<file path="src/rtl/cp0_nic.sv">
// cp0_nic: nested interrupt controller for the CP0 path.
// Senses interrupt lines (per-channel edge or level), masks them by IE/IM,
// and redirects the PC to a per-channel vector. Nesting is tracked on an
// EPC/mask/channel stack. ERET returns, or tail-chains to a pending channel.
// Ports:
//   clk, clr (async active-high reset)
//   current_pc         : resume PC pushed on entry
//   hardware_interrupt : raw interrupt lines
//   eret               : one-cycle return strobe
//   status_we/wdata    : software write of IE (bit 0) and IM (bits 8+)
//   pc_jump, pc_addr   : PC redirect strobe and target
//   writeback_mask     : 0 blocks writeback for the entry cycle
//   status, epc, depth, active_irq : architectural state
//   overflow, underflow: sticky stack error flags
module cp0_nic #(
  parameter int          NUM_IRQ     = 8,
  parameter int          STACK_DEPTH = 8,
  parameter logic [NUM_IRQ-1:0] EDGE_MASK = '0,
  parameter logic [31:0] INT_BASE    = 32'h0000_1000,
  parameter int          VEC_STRIDE  = 4
) (
  input  logic                         clk,
  input  logic                         clr,
  input  logic [31:0]                  current_pc,
  input  logic [NUM_IRQ-1:0]           hardware_interrupt,
  input  logic                         eret,
  input  logic                         status_we,
  input  logic [31:0]                  status_wdata,
  output logic                         pc_jump,
  output logic [31:0]                  pc_addr,
  output logic                         writeback_mask,
  output logic [31:0]                  status,
  output logic [31:0]                  epc,
  output logic [$clog2(STACK_DEPTH):0] depth,
  output logic [4:0]                   active_irq,
  output logic                         overflow,
  output logic                         underflow
);

  localparam int AW = $clog2(STACK_DEPTH);
  localparam int DW = AW + 1;

  typedef enum logic {S_IDLE = 1'b0, S_JUMP = 1'b1} state_t;

  // Highest set index; channel NUM_IRQ-1 wins.
  function automatic logic [4:0] top_idx(input logic [NUM_IRQ-1:0] v);
    top_idx = 5'd0;
    for (int i = 0; i < NUM_IRQ; i++) begin
      if (v[i]) top_idx = 5'(i);
    end
  endfunction

  // Keep only mask bits strictly above channel k.
  function automatic logic [NUM_IRQ-1:0] keep_above(input logic [NUM_IRQ-1:0] m,
                                                    input logic [4:0] k);
    for (int i = 0; i < NUM_IRQ; i++) begin
      keep_above[i] = m[i] & (5'(i) > k);
    end
  endfunction

  function automatic logic [31:0] vector(input logic [4:0] k);
    vector = INT_BASE + (32'(k) * 32'(VEC_STRIDE));
  endfunction

  state_t              state_q, state_d;
  logic [NUM_IRQ-1:0]  edge_prev_q, edge_pend_q, edge_pend_d;
  logic                ie_q, ie_d;
  logic [NUM_IRQ-1:0]  im_q, im_d;
  logic [DW-1:0]       depth_q, depth_d;
  logic [31:0]         epc_q, epc_d, pc_addr_q, pc_addr_d;
  logic                pc_jump_q, pc_jump_d, wbm_q, wbm_d;
  logic [4:0]          active_q, active_d;
  logic                ovf_q, ovf_d, unf_q, unf_d;

  logic [31:0]         pc_stk [STACK_DEPTH];
  logic [NUM_IRQ-1:0]  im_stk [STACK_DEPTH];
  logic [4:0]          ch_stk [STACK_DEPTH];

  logic [NUM_IRQ-1:0]  pending_s, eligible_s, chain_set_s, im_top_s, take_mask_s;
  logic [AW-1:0]       top_ix_s, below_ix_s;
  logic [31:0]         pc_top_s;
  logic [4:0]          k_enter_s, k_chain_s;
  logic                idle_s, has_depth_s, full_s, ret_take_s;
  logic                do_enter_s, do_chain_s, do_return_s, set_ovf_s, set_unf_s;
  logic [31:0]         unused_wdata_s;

  assign unused_wdata_s = status_wdata;

  // State register.
  always_ff @(posedge clk or posedge clr) begin
    if (clr) state_q <= S_IDLE;
    else     state_q <= state_d;
  end

  // Next-state logic and event decode.
  always_comb begin
    pending_s   = (EDGE_MASK & edge_pend_q) | (~EDGE_MASK & hardware_interrupt);
    eligible_s  = pending_s & im_q & {NUM_IRQ{ie_q}};
    top_ix_s    = depth_q[AW-1:0] - AW'(1);
    below_ix_s  = depth_q[AW-1:0] - AW'(2);
    im_top_s    = im_stk[top_ix_s];
    pc_top_s    = pc_stk[top_ix_s];
    chain_set_s = pending_s & im_top_s & {NUM_IRQ{ie_q}};
    k_enter_s   = top_idx(eligible_s);
    k_chain_s   = top_idx(chain_set_s);
    idle_s      = (state_q == S_IDLE);
    has_depth_s = (depth_q != '0);
    full_s      = (depth_q == DW'(STACK_DEPTH));
    ret_take_s  = idle_s & eret & has_depth_s;
    do_chain_s  = ret_take_s & (|chain_set_s);
    do_return_s = ret_take_s & ~(|chain_set_s);
    // An eret at depth 0 is ignored, so a request in that cycle still enters.
    do_enter_s  = idle_s & ~ret_take_s & (|eligible_s) & ~full_s;
    set_ovf_s   = idle_s & ~ret_take_s & (|eligible_s) & full_s;
    set_unf_s   = idle_s & eret & ~has_depth_s;
    state_d     = state_q;
    case (state_q)
      S_IDLE:  state_d = (do_enter_s | do_chain_s | do_return_s) ? S_JUMP : S_IDLE;
      S_JUMP:  state_d = S_IDLE;
      default: state_d = S_IDLE;
    endcase
  end

  // Output / datapath next values.
  always_comb begin
    ie_d        = ie_q;
    im_d        = im_q;
    depth_d     = depth_q;
    epc_d       = epc_q;
    pc_addr_d   = pc_addr_q;
    pc_jump_d   = 1'b0;
    wbm_d       = 1'b1;
    active_d    = active_q;
    ovf_d       = ovf_q | set_ovf_s;
    unf_d       = unf_q | set_unf_s;
    take_mask_s = '0;
    if (do_enter_s) begin
      depth_d     = depth_q + DW'(1);
      im_d        = keep_above(im_q, k_enter_s);
      pc_addr_d   = vector(k_enter_s);
      pc_jump_d   = 1'b1;
      wbm_d       = 1'b0;
      active_d    = k_enter_s;
      take_mask_s = NUM_IRQ'(1) << k_enter_s;
    end else if (do_chain_s) begin
      im_d        = keep_above(im_top_s, k_chain_s);
      epc_d       = pc_top_s;
      pc_addr_d   = vector(k_chain_s);
      pc_jump_d   = 1'b1;
      wbm_d       = 1'b0;
      active_d    = k_chain_s;
      take_mask_s = NUM_IRQ'(1) << k_chain_s;
    end else if (do_return_s) begin
      depth_d     = depth_q - DW'(1);
      epc_d       = pc_top_s;
      im_d        = im_top_s;
      pc_addr_d   = pc_top_s;
      pc_jump_d   = 1'b1;
      active_d    = (depth_q > DW'(1)) ? ch_stk[below_ix_s] : 5'd0;
    end else if (status_we) begin
      // Software write only lands when no hardware update competes for IE/IM.
      ie_d        = status_wdata[0];
      im_d        = status_wdata[8 +: NUM_IRQ];
    end else begin
      ie_d        = ie_q;
    end
    edge_pend_d = (edge_pend_q & ~take_mask_s) |
                  (hardware_interrupt & ~edge_prev_q & EDGE_MASK);
  end

  // Architectural registers.
  always_ff @(posedge clk or posedge clr) begin
    if (clr) begin
      edge_prev_q <= '0;
      edge_pend_q <= '0;
      ie_q        <= 1'b1;
      im_q        <= '1;
      depth_q     <= '0;
      epc_q       <= 32'd0;
      pc_addr_q   <= 32'd0;
      pc_jump_q   <= 1'b0;
      wbm_q       <= 1'b1;
      active_q    <= 5'd0;
      ovf_q       <= 1'b0;
      unf_q       <= 1'b0;
    end else begin
      edge_prev_q <= hardware_interrupt;
      edge_pend_q <= edge_pend_d;
      ie_q        <= ie_d;
      im_q        <= im_d;
      depth_q     <= depth_d;
      epc_q       <= epc_d;
      pc_addr_q   <= pc_addr_d;
      pc_jump_q   <= pc_jump_d;
      wbm_q       <= wbm_d;
      active_q    <= active_d;
      ovf_q       <= ovf_d;
      unf_q       <= unf_d;
    end
  end

  // Nesting stack; contents are don't-care after reset so no reset here.
  always_ff @(posedge clk) begin
    if (do_enter_s) begin
      pc_stk[depth_q[AW-1:0]] <= current_pc;
      im_stk[depth_q[AW-1:0]] <= im_q;
      ch_stk[depth_q[AW-1:0]] <= k_enter_s;
    end else if (do_chain_s) begin
      ch_stk[top_ix_s] <= k_chain_s;
    end
  end

  // Status image: unused bits read as zero.
  always_comb begin
    status                = 32'd0;
    status[0]             = ie_q;
    status[8 +: NUM_IRQ]  = im_q;
  end

  assign pc_jump        = pc_jump_q;
  assign pc_addr        = pc_addr_q;
  assign writeback_mask = wbm_q;
  assign epc            = epc_q;
  assign depth          = depth_q;
  assign active_irq     = active_q;
  assign overflow       = ovf_q;
  assign underflow      = unf_q;

endmodule

</file>
<file path="config.mk">
export PLATFORM = sky130hd
export DESIGN_NAME = cp0_nic
export DESIGN_NICKNAME = d
export VERILOG_FILES = /design/src/rtl/cp0_nic.sv
export SDC_FILE = /design/constraint.sdc
export NUM_CORES = 1
export LEC_CHECK = 0
export CORE_ASPECT_RATIO = 0.75
export CORE_MARGIN = 5
export CORE_UTILIZATION = 60
export DETAILED_ROUTE_END_ITERATION = 10
export GPL_TIMING_DRIVEN = 0
export PLACE_DENSITY = 0.84
export REMOVE_ABC_BUFFERS = 1
export SYNTH_ARGS = -nofsm -noshare
export SYNTH_HDL_FRONTEND = slang
export SYNTH_SLANG_ARGS = --single-unit
</file>
<file path="constraint.sdc">
create_clock -name clk -period 10.6 [get_ports clk]
set_clock_uncertainty 0.2 [all_clocks]
set_input_delay 2.12 -clock clk [delete_from_list [all_inputs] [get_ports clk]]
set_output_delay 2.12 -clock clk [all_outputs]
set_load 0.03 [all_outputs]
</file>
# == Word-level counts from Yosys, hierarchy flattened ==
# Memory sizes are Yosys's and may differ from the RTL's.
# Index checks and enable logic that the tools add are counted.
# word_totals
ram_bits,360
out_inout_bits,109
reg_bits,87
input_bits,76
elab_cells,135
n_memories,3
# mem_list
memory,depth,width,rd,rd_ports_with_merged_regs,write_ports,line_no,rtl
pc_stk,8,32,1,0,1,75,logic [31:0] pc_stk [STACK_DEPTH];
im_stk,8,8,1,0,1,76,logic [NUM_IRQ-1:0] im_stk [STACK_DEPTH];
ch_stk,8,5,1,0,1,77,logic [4:0] ch_stk [STACK_DEPTH];
# classes
n_eq_ne,2
n_mux,44
addsub,6
n_reduce_logical,11
magnitude_cmp,17
bitwise_logic,41
# ops
operator,n
2-to-1 mux 32 bit,4
2-to-1 mux 5 bit,17
> comparator 3 x 5 -> 1 bit (first input constant),8
bitwise AND 8 bit,4
2-to-1 mux 8 bit,4
adder 13 x 7 -> 14 bit (first input constant),2
bitwise AND 1 bit,25
> comparator 1 x 5 -> 1 bit (first input constant),4
> comparator 2 x 5 -> 1 bit (first input constant),4
OR reduction 8 bit,2
2-to-1 mux 1 bit,14
2-to-1 mux 4 bit,3
NOT 1 bit,8
nonzero test 4 bit,2
OR reduction 5 bit,1
adder 4 x 1 -> 4 bit (second input constant),1
== test 4 bit (second input constant),1
> comparator 4 x 1 -> 1 bit (second input constant),1
OR 1 bit,4
AND reduction 2 bit,2
AND reduction 4 bit,1
nonzero test 2 bit,2
subtractor 4 x 1 -> 4 bit (second input constant),1
2-to-1 mux 3 bit,1
5 further kinds,5

# == Logic depth before layout (Yosys ltp) ==
# An unclocked memory read counts as a cell.
# depth
depth_word,15
mapped_depth,16
mapped_depth_nobuf,10

# == Least setup slack after synthesis ==
# No wires, ideal clock.
# synth_path
kind,register -> register
from,"register depth_q[0], in the netlist depth[0]"
to,"memory im_stk[0][0], enable pin"
period_less_slack_ps,4711
stages_incl_launch_ff,13
path_buffers,6
arrival_time_ps,4110
required_ps,9999
path_slack_ps,5889
setup_time_ps,401
path_cell_list,dfrtp_1 > buf_6 > buf_2 > inv_1 > clkbuf_1 > ha_1 > clkbuf_1 > or3b_2 > a21oi_1 > and2_1 > buf_2 > clkbuf_1 > and3_1
# synth_between
elab_chain_len,8
elab_cells_between_ends,10
classes_between,1 x eq/ne; 2 x mux; 6 x bitwise; 1 x reduce/logical
# synth_rtl
item,line_no,rtl
start: declaration,69,"logic [DW-1:0] depth_q, depth_d;"
start signal: assignment,191,depth_q <= depth_d;
nonzero test 4 bit,107,has_depth_s = (depth_q != '0);
bitwise AND 1 bit,109,ret_take_s = idle_s & eret & has_depth_s;
NOT 1 bit,113,do_enter_s = idle_s & ~ret_take_s & (|eligible_s) & ~full_s;
bitwise AND 1 bit (3 in a row),113,
2-to-1 mux 1 bit,204,if (do_enter_s) begin
2-to-1 mux 1 bit (not written as such),206,im_stk[depth_q[AW-1:0]] <= im_q;
end: declaration,76,
# Several ways; a longest one is shown, not always the timed one.

# == Final worst setup path ==
# layout_path
from,"register depth_q[0], in the netlist depth[0]"
to,"memory ch_stk[4][0], data pin"
# layout_between
elab_chain_len,12
elab_cells_between_ends,26
classes_between,1 x add/sub; 1 x eq/ne; 11 x mux; 9 x bitwise; 3 x reduce/logical; 1 x memory
# layout_rtl
item,line_no
branches (longest 11 deep; another with memory (8 x 8 bit)),--
2-to-1 mux 5 bit (no source line) (*),--
end: declaration,77
# Mark *: on every way between the ends.

==> flow_metrics.env <==
export IMPL_ys_ff_latch=429
export IMPL_port_buffer_count=136
export IMPL_via_count=9294
export IMPL_drc=0
export IMPL_grt_first_pass_wirelength_um=56900
export IMPL_synthesis_area_um2=17100
export IMPL_htree_levels=2
export IMPL_root_buffer="clkbuf_16"
export IMPL_antenna_found_initial=1
export IMPL_cts_setup_buffers=0
export IMPL_worstPathArrival_ns=6.05
export IMPL_drtAntennaViolNets=0
export IMPL_worstSetupPathType="reg2reg"
export IMPL_ys_seq_area_frac=0.730
export IMPL_rr_endpoint="ch_stk[4][0]$_DFFE_PP_"
export IMPL_dieWidth_um=205
export IMPL_core_um2=28100
export IMPL_cp_max_fo=28
export IMPL_finalHoldViolCount=0
export IMPL_cp_endpoint="ch_stk[4][0]$_DFFE_PP_"
export IMPL_final_common_cell="edfxtp_1"
export IMPL_drtPass1Iterations=5
export IMPL_final_cell_mix="edfxtp_1, clkdlybuf4s50_1, nand2_1"
export IMPL_ir_drop_mv=0.280
export IMPL_final_cells=1519
export IMPL_gp_congestion=0.871
export IMPL_wl_per_cell_um=24.4
export IMPL_synth_edf_count=344
export IMPL_nFillCells=1646
export IMPL_synth_simple_area_share=0.0423
export IMPL_post_dp_hpwl_um=22500
export IMPL_grt_pass1_vias=9620
export IMPL_boundaryPins=185
export IMPL_power_density_nw_per_um2=318
export IMPL_clkTransAtPathRegs_ns=0.07
export IMPL_fin_crit_sh=0.573
export IMPL_rows=53
export IMPL_post_cts_resized=0
export IMPL_final_nets=1184
export IMPL_drive_above_1_share=0.170
export IMPL_hp_class="reg2reg"
export IMPL_grt_usage=0.234
export IMPL_period_minus_slack_ns=6.08
export IMPL_cts_buffers=41
export IMPL_rsz0062_at_grt="no"
export IMPL_r2r_slack_ns=4.52
export IMPL_synth_compound_area_frac=0.0518
export IMPL_tightest_slew_ns=1.02
export IMPL_grt_max_degree=80
export IMPL_cts_sinks=429
export IMPL_p_total_uw=6500
export IMPL_crit_required_ns=10.57
export IMPL_slew_headroom=0.310
export IMPL_async_flop_share=0.198
export IMPL_initial_utilization=0.609
export IMPL_dp_cells=1443
export IMPL_synth_fa_ha_area_frac=0.00513
export IMPL_synth_distinct_cells=60
export IMPL_synth_mux_area_frac=0.141
export IMPL_syn_area_per_cell_um2=17.8
export IMPL_layout_area_overhead_vs_synth_pct=19.8
export IMPL_start_kind="register"
export IMPL_synth_xor_area_frac=0.00300
export IMPL_startpoint="depth[0]$_DFFE_PP0P_"
export IMPL_cts_tree="done"
export IMPL_max_freq_mhz=164
export IMPL_rr_worst_depth=11
export IMPL_drt_iter0_drc=975
export IMPL_routed_wl_um=37100
export IMPL_synth_top_family_by_area="multiplexers"
export IMPL_drv_slew=0
export IMPL_endpoint_kind="register"
export IMPL_synth_main_ff_cell="edfxtp_1"
export IMPL_die_area_um2=32000
export IMPL_ctsHoldBuffers=0
export IMPL_r2r_start="depth[0]$_DFFE_PP0P_"
export IMPL_netlist_instances=960
export IMPL_n_antenna_cell=0
export IMPL_setup_viol=0
export IMPL_status="finished clean"
export IMPL_yosys_warnings=0
export IMPL_clockBufferDepth=3
export IMPL_die_h_um=156
export IMPL_clk_latency_ns=0.53
export IMPL_gr_total_overflow=0
export IMPL_viasPerCell=6.12
export IMPL_p_leak_uw=0.00716
export IMPL_max_cap_violations=0
==> through the flow <==
step,setup WS [ns],instance area [um2],hold WS (ns),util,setup TNS [ns]
finish,4.52,20500,0.276,0.730,0
global route,4.15,20500,0.300,0.730,0
CTS,4.56,20500,0.281,0.730,0
detailed placement,4.70,19000,0.267,0.677,0
global placement,-3.24,18600,0.242,0.663,-246.10
floorplan,1.27,16700,0.371,-,0
==> cells by family (layout without fill, tap and decap cells) <==
| group | Yosys count | after routing |
|---|---|---|
| flip-flops | 429 | 429 |
| adder cells (fa/ha/maj) | 7 | 7 |
| AND/OR/NAND/NOR | 158 | 158 |
| other | 1 | 25 |
| AO/OA/AOI/OAI | 143 | 143 |
| buffers and inverters | 85 | 235 |
| multiplexers | 132 | 132 |
| XOR/XNOR | 5 | 5 |
==> report_power, final <==
| group | internal, uW | switching [uW] | leakage [uW] |
|---|---|---|---|
| Clock | 948 | 604 | 0.000720 |
| Combinational | 1080 | 1520 | 0.00228 |
| Sequential | 2160 | 187 | 0.00416 |
| Total | 4190 | 2310 | 0.00716 |
==> cell type report <==
| type | count | area, um2 | share of cell area |
|---|---|---|---|
| well taps | 385 | 482 | 0.0235 |
| multi-input cells | 470 | 4300 | 0.210 |
| repair buffers | 152 | 1710 | 0.0838 |
| inverters | 7 | 28.8 | 0.00141 |
| clock buffers | 65 | 1270 | 0.0620 |
| clock inverters | 11 | 199 | 0.00972 |
| flip-flops and latches | 429 | 12500 | 0.609 |
==> Yosys cell counts (all sizes together), types with 4 or more instances <==
cell,number,area (um2)
a21oi,20,100
a22oi,5,37.5
a31oi,6,37.5
and2,5,31.3
and3,13,81.3
buf,48,317
clkbuf,30,113
dfrtp,75,1880
dfstp,10,263
edfxtp,344,10300
ha,7,87.6
inv,6,22.5
mux2,4,45.0
mux2i,44,440
mux4,84,1930
nand2,83,312
nand3,14,75.1
nor2,24,90.1
nor3,7,51.3
o211ai,11,82.6
o21ai,72,360
==> worst min-delay path by stage <==
stage                                   start             endpoint  slack, ns  depth (start not counted)
after floorplan             state_q$_DFF_PP0_  underflow$_DFF_PP0_       0.37                          2
after global placement    underflow$_DFF_PP0_  underflow$_DFF_PP0_       0.24                          1
after detailed placement  underflow$_DFF_PP0_  underflow$_DFF_PP0_       0.27                          1
after CTS                 underflow$_DFF_PP0_  underflow$_DFF_PP0_       0.28                          1
after global routing      underflow$_DFF_PP0_  underflow$_DFF_PP0_       0.30                          1
final                     epc[26]$_DFFE_PP0P_  epc[26]$_DFFE_PP0P_       0.28                          2
==> flip-flops by register name, indices dropped and copies added (netlist names), 3 cells and up <==
register and count:
epc 32, pc_stk 256, im_stk 64, depth 4, ch_stk 24, im_q 8, active_irq 3, pc_addr 32
==> per-layer routing <==
layer / track usage / vias to the layer above / routed length [um]
li1: - / 4023 / -
met1: 0.334 / 4745 / 15100
met2: 0.381 / 463 / 18100
met3: 0.0532 / 61 / 3160
met4: 0.0529 / 2 / 660
met5: 0 / - / 15
==> worst max-delay path, stage by stage (launching register included) <==
cell       delay, ns
dfrtp_4         0.66
buf_12          0.26
inv_1           0.39
ha_4            0.34
xor2_4          0.71
buf_12          0.29
mux2i_1         0.43
o2bb2ai_2       0.20
nor3_4          0.36
and3_1          0.75
nor2_1          0.22
o21ai_0         0.87
Power figures use the tool's default switching activity.
